$ cat config.mk
export PLATFORM = sky130hd
export DESIGN_NAME = sme_sbox_inv_seq
export DESIGN_NICKNAME = d
export VERILOG_FILES = /design/src/rtl/sme_pkg.sv /design/src/rtl/sme_sbox_inv_seq.sv
export SDC_FILE = /design/constraint.sdc
export NUM_CORES = 1
export LEC_CHECK = 0
export ABC_AREA = 1
export CELL_PAD_IN_SITES_DETAIL_PLACEMENT = 1
export CELL_PAD_IN_SITES_GLOBAL_PLACEMENT = 2
export CORE_MARGIN = 1.5
export CORE_UTILIZATION = 24
export CTS_BUF_LIST = sky130_fd_sc_hd__clkbuf_8
export DETAILED_ROUTE_END_ITERATION = 7
export MAX_ROUTING_LAYER = met4
export PLACE_DENSITY = 0.91
export SETUP_SLACK_MARGIN = 0.05
export SYNTH_ARGS = -nofsm -noshare
export SYNTH_HDL_FRONTEND = slang
export SYNTH_SLANG_ARGS = --single-unit
$ cat constraint.sdc
create_clock -name g_clk -period 4.1 [get_ports g_clk]
set_input_delay 0.82 -clock g_clk [delete_from_list [all_inputs] [get_ports g_clk]]
set_output_delay 0.82 -clock g_clk [all_outputs]
set_load 0.1 [all_outputs]
$ cat src/rtl/sme_pkg.sv
// Shared widths, FSM encoding and helpers for the masked S-box sequencers.
package sme_pkg;

    localparam int SBOX_MID_IN_W  = 21;
    localparam int SBOX_MID_OUT_W = 18;

    typedef enum logic [1:0] {
        IDLE  = 2'd0,
        RUN   = 2'd1,
        OUT   = 2'd2,
        FLUSH = 2'd3
    } sbox_inv_seq_state_t;

    // Number of fresh random bits consumed by a DOM AND layer of the given size.
    function automatic int sme_rng_width(input int smax, input int gates);
        return gates * smax * (smax - 1) / 2;
    endfunction

endpackage

$ cat src/rtl/sme_sbox_inv_seq.sv
// Sequencer for the masked inverse-S-box middle layer: binds one randomness
// word to one input set, runs the layer for LAT enabled cycles, holds the
// result for the consumer and then wipes every share-bearing register.
module sme_sbox_inv_seq
    import sme_pkg::*;
#(
    parameter int SMAX      = 2,
    parameter int LAT       = 4,
    parameter int AND_GATES = 34,
    localparam int RW       = sme_rng_width(SMAX, AND_GATES) - 1,
    localparam int XW       = SMAX * SBOX_MID_IN_W,
    localparam int YW       = SMAX * SBOX_MID_OUT_W
) (
    input  logic          g_clk,
    input  logic          g_reset,
    input  logic          in_valid,
    output logic          in_ready,
    input  logic [XW-1:0] in_x,
    input  logic          rng_valid,
    output logic          rng_ready,
    input  logic [RW:0]   rng_in,
    output logic          mid_en,
    output logic          mid_flush,
    output logic [RW:0]   mid_rng,
    output logic [XW-1:0] mid_x,
    input  logic [YW-1:0] mid_y,
    output logic          out_valid,
    input  logic          out_ready,
    output logic [YW-1:0] out_y
);

    localparam int CW = (LAT > 1) ? $clog2(LAT) : 1;

    sbox_inv_seq_state_t state_reg, state_next;
    logic [CW-1:0]       cnt_reg, cnt_next;
    logic [XW-1:0]       x_reg, x_next;
    logic [RW:0]         r_reg, r_next;
    logic [YW-1:0]       y_reg, y_next;

    // Next-state, counter and share-register update. Inputs and randomness are
    // wiped as soon as the result is captured, and the result is wiped on
    // acceptance, so neither is visible in FLUSH or IDLE.
    always_comb begin
        state_next = state_reg;
        cnt_next   = cnt_reg;
        x_next     = x_reg;
        r_next     = r_reg;
        y_next     = y_reg;
        case (state_reg)
            IDLE: begin
                if (in_valid && rng_valid) begin
                    x_next     = in_x;
                    r_next     = rng_in;
                    cnt_next   = CW'(LAT - 1);
                    state_next = RUN;
                end
            end
            RUN: begin
                if (cnt_reg == '0) begin
                    y_next     = mid_y;
                    x_next     = '0;
                    r_next     = '0;
                    state_next = OUT;
                end else begin
                    cnt_next = cnt_reg - 1'b1;
                end
            end
            OUT: begin
                if (out_ready) begin
                    y_next     = '0;
                    state_next = FLUSH;
                end
            end
            FLUSH: begin
                x_next     = '0;
                r_next     = '0;
                y_next     = '0;
                cnt_next   = '0;
                state_next = IDLE;
            end
            default: begin
                x_next     = '0;
                r_next     = '0;
                y_next     = '0;
                cnt_next   = '0;
                state_next = IDLE;
            end
        endcase
    end

    // State, counter and randomness registers.
    always_ff @(posedge g_clk) begin
        if (g_reset) begin
            state_reg <= IDLE;
            cnt_reg   <= '0;
            r_reg     <= '0;
        end else begin
            state_reg <= state_next;
            cnt_reg   <= cnt_next;
            r_reg     <= r_next;
        end
    end

    // Per-share input and result holding registers.
    for (genvar gi = 0; gi < SMAX; gi++) begin : g_share
        always_ff @(posedge g_clk) begin
            if (g_reset) begin
                x_reg[gi*SBOX_MID_IN_W +: SBOX_MID_IN_W]   <= '0;
                y_reg[gi*SBOX_MID_OUT_W +: SBOX_MID_OUT_W] <= '0;
            end else begin
                x_reg[gi*SBOX_MID_IN_W +: SBOX_MID_IN_W]   <= x_next[gi*SBOX_MID_IN_W +: SBOX_MID_IN_W];
                y_reg[gi*SBOX_MID_OUT_W +: SBOX_MID_OUT_W] <= y_next[gi*SBOX_MID_OUT_W +: SBOX_MID_OUT_W];
            end
        end
    end

    // Handshakes and layer controls decode from state; share data comes
    // straight from registers with no combinational path from the inputs.
    assign in_ready  = (state_reg == IDLE) && rng_valid;
    assign rng_ready = (state_reg == IDLE) && rng_valid && in_valid;
    assign mid_en    = (state_reg == RUN);
    assign mid_flush = (state_reg == FLUSH);
    assign out_valid = (state_reg == OUT);
    assign mid_x     = x_reg;
    assign mid_rng   = r_reg;
    assign out_y     = y_reg;

endmodule

# == Word level (Yosys, flattened, before mapping) ==
# Cells that the tools add are included.
# word_totals
ff_bits,116
input_bits,117
output_inout_bits,117
word_cells,42
# classes
n_addsub,1
eq_ne,7
n_mux,16
n_reduce_logical,11
# ops
cell,count
42-bit case mux with 3 select lines,1
36-bit case mux with 3 select lines,1
34-bit case mux with 3 select lines,1
42-bit 2-to-1 mux,2
36-bit 2-to-1 mux,2
34-bit 2-to-1 mux,2
3-bit AND reduction,4
2-bit 2-to-1 mux,5
2-bit case mux with 4 select lines,1
2-bit case mux with 3 select lines,1
3-bit nonzero test,2
2-bit equality test (second input constant),2
2-bit logical NOT,2
2-bit by 1-bit inequality test with 1-bit output (second input constant),2
2-bit inequality test (second input constant),2
1-bit logical AND,3
2-bit by 1-bit equality test with 1-bit output (second input constant),1
2-bit by 1-bit subtractor with 2-bit output (second input constant),1

# == Longest topological paths before layout ==
# logic_depth
ltp_word,3
mapped_depth,10

# == Least setup slack after synthesis ==
# Ideal clock, no wire load.
# synth_path
path_kind,flip-flop to output port
startpoint,reg state_reg[0]
endpoint,out rng_ready
t_arrival_ns,2.157
setup_slack_ns,1.123
path_stages_with_launch,6
cell_sequence,dfxtp_1 inv_2 buf_2 ha_1 inv_1 nor2_1
# synth_between
elab_chain_cells,3
# synth_rtl
element,line,text
from (decl),sme_sbox_inv_seq.sv:34,"sbox_inv_seq_state_t state_reg, state_next;"
from (signal assigned),sme_sbox_inv_seq.sv:98,state_reg <= state_next;
2-bit logical NOT,sme_sbox_inv_seq.sv:120,assign rng_ready = (state_reg == IDLE) && rng_valid && in_valid;
1-bit logical AND (2 in series),sme_sbox_inv_seq.sv:120,
to (decl),sme_sbox_inv_seq.sv:20,"output logic rng_ready,"
# Every way passes these cells.

# == Worst setup path after layout ==
# layout_path
startpoint,reg state_reg[0]
endpoint,out out_valid
# layout_between
elab_chain_cells,1
# layout_rtl
element,line,text
2-bit equality test,sme_sbox_inv_seq.sv:123,assign out_valid = (state_reg == OUT);
to (decl),sme_sbox_inv_seq.sv:27,"output logic out_valid,"
# Every way passes these cells.

==> impl_metrics.csv <==
group,metric,value,unit
synthesis,synth_ff_type,"dfxtp_1",
critical_path,crit_family,"buffers and inverters",
sta,worst-slew-pin-transition,1.05,ns
detailed_routing,wire_per_inst,13.7,um
critical_path,cp_data_arrival_time,2.22,ns
worst_hold_path,hold_path.class,"flip-flop to flip-flop",
grt,grtUsageTotal,0.168,
detailed_routing,first_pass_iters,4,
sta,rsz0062_at_grt,"false",
critical_path,required,3.28,ns
cts,clk_latency,0.44,ns
detailed_routing,routed-via-count,6312,
synthesis,synth_area_leaders,"dfxtp_1, nand2_1, inv_1, nor2_1, nand4_1",
cts,cts_root_buffer,"clkbuf_8",
die,die_w,161,um
detailed_routing,routed_via_density,4.17,
sta,drv_slew,0,
grt,grt_busiest_layer,"met2",
flow_run,maxCapViolCount,0,
grt,use_met2,0.265,
synthesis,synthCells,979,
critical_path,cp_max_fo,20,
cts,cts_made_buffers,17,
cts,holdBufCountCts,0,
status,status,"finished, final reports clean",
grt,met3_usage,0.0640,
detailed_routing,drt_iter0_markers,225,
cts,cts_tree,"done",
die,fp.dieH,161,um
grt,overflow,0,
sta,setup_tns,0,ns
synthesis,ys_seq_area_frac,0.390,
sta,finalSetupViolCount,0,
grt,grt_use_met1,0.202,
synthesis,synthArstFlopShare,0,
die,initial_core_util,0.245,
cts,cts_resized,0,
critical_path,path_class,"flip-flop to output pin",
die,row_count,57,
synthesis,synthDistinctLibCells,22,
synthesis,synth.most_common_cell,"nand2_1",
detailed_routing,postRouteAntennaNets,0,
sta,fin_crit,3.04,ns
place,hpwlAfterDp,13.9,mm
die,core_area,24300,um2
grt,grt_pass1_vias,6340,
sta,relSlewSlack,0.299,
critical_path,crit_chain,"inv_2 > ha_1 > buf_4",
layout,drive_gt1_frac,0.0437,
synthesis,syn_area_per_cell,6.09,um2
grt,antenna_found_initial,0,
cts,path_clk_slew,0.07,ns
sta,fin_skew,0.0169,ns
grt,grt_max_degree,68,
critical_path,max_stage_delay,0.50,ns
synthesis,synth-seq-cells,116,
critical_path,worstPathBufferInverterCount,2,
detailed_routing,drcViolationCount,0,
cts,clock_sinks,116,
layout,fin_cells,1514,
layout,largest_reg_flops,42,
layout,syn2layout_area_growth,48.8,%
critical_path,end_kind,"output pin",
layout,fin_nets,1301,
cts,post_cts_buffers,0,
detailed_routing,routed_wl,20.8,mm
place,placed_cells,1482,
synthesis,synth_fp_nets,1103,
critical_path,cpMaxStageDelayCell,"dfxtp_1",
synthesis,yosysWarnings,0,
synthesis,syn-cell-area,5960,um2
die,pin_count,234,
synthesis,synth_top_cell_area_share,0.390,
synthesis,synth_top_cell_by_area,"dfxtp_1",
cts,cts.path.max_buffers,2,
synthesis,synthTopCellsByCount,"nand2_1, inv_1, nor2_1",
sta,hold_viol,0,
sta,timing.hold.ws,0.511,ns
critical_path,cp-start-kind,"flip-flop",
die,die-area,25800,um2
place,globalplace.congestion,0.727,
sta,fin_crit_sh,0.741,
layout,antennaDiodeCount,0,
grt,grt_first_pass_wirelength,33.3,mm
synthesis,synth_edf_count,0,
sta,fmax,329,MHz
place,io_buffers,233,
cts,htree_levels,4,
stage by stage:
| step | utilization | area, um2 | setup WS, ns |
|---|---|---|---|
| finish | 0.365 | 8860 | 1.06 |
| global placement | 0.347 | 8450 | 1.39 |
| detailed placement | 0.347 | 8450 | 1.27 |
| CTS | 0.365 | 8860 | 0.993 |
| global route | 0.365 | 8860 | 0.878 |
| floorplan | - | 5960 | 1.12 |
metal layers:
| metal | routed length (um) | up-vias |
|---|---|---|
| met1 | 9640 | 2893 |
| met5 | 0 | - |
| met2 | 9340 | 163 |
| met4 | 187 | 0 |
| met3 | 1630 | 12 |
| li1 | - | 3244 |
final cells by class:
cell class / instances / area (um2)
Tap cell: 324 / 405
Clock buffer: 19 / 262
Multi-Input combinational cell: 602 / 2570
Fill cell: 3113 / 15500
Inverter: 200 / 753
Sequential cell: 116 / 2320
Timing Repair Buffer: 240 / 2400
Clock inverter: 13 / 158
worst paths after layout:
| path | depth (start not counted) | slack, ns | startpoint | endpoint |
|---|---|---|---|---|
| setup / recovery | 3 | 1.06 | state_reg[0] | out_valid |
| hold / removal | 4 | 0.51 | mid_x[22] | mid_x[22] |
| setup reg to reg | 6 | 1.31 | state_reg[0] | out_y[19] |
| hold reg to reg | 4 | 0.51 | mid_x[22] | mid_x[22] |
tightest hold or removal path, delay by kind of cell, from the launching register on:
kind	cells	cell delay, ns
and+or+nand+nor	2	0.07
buffers and inverters	2	0.09
DFF	1	0.31
cells by family (layout without fill, tap and decap cells):
family | Yosys count | after routing | share of synthesized area
AO/OA/AOI/OAI | 3 | 3 | 0.00441
flip-flops | 116 | 116 | 0.390
buffers and inverters | 261 | 472 | 0.181
AND/OR/NAND/NOR | 592 | 592 | 0.411
adder cells (fa/ha/maj) | 7 | 7 | 0.0147
layout by cell type, fill, tap and decap left out, types with 7 or more instances in the layout:
| master | instances |
|---|---|
| ha_1 | 7 |
| clkbuf_8 | 19 |
| nand3_1 | 37 |
| clkdlybuf4s50_1 | 228 |
| nand2_1 | 328 |
| nor2_1 | 167 |
| nand4_1 | 54 |
| inv_1 | 198 |
| dfxtp_1 | 116 |
| buf_4 | 10 |
Power is left out: the tool's default activity adds up to more than one toggle a clock period on the data nets, which glitch-free logic cannot reach.
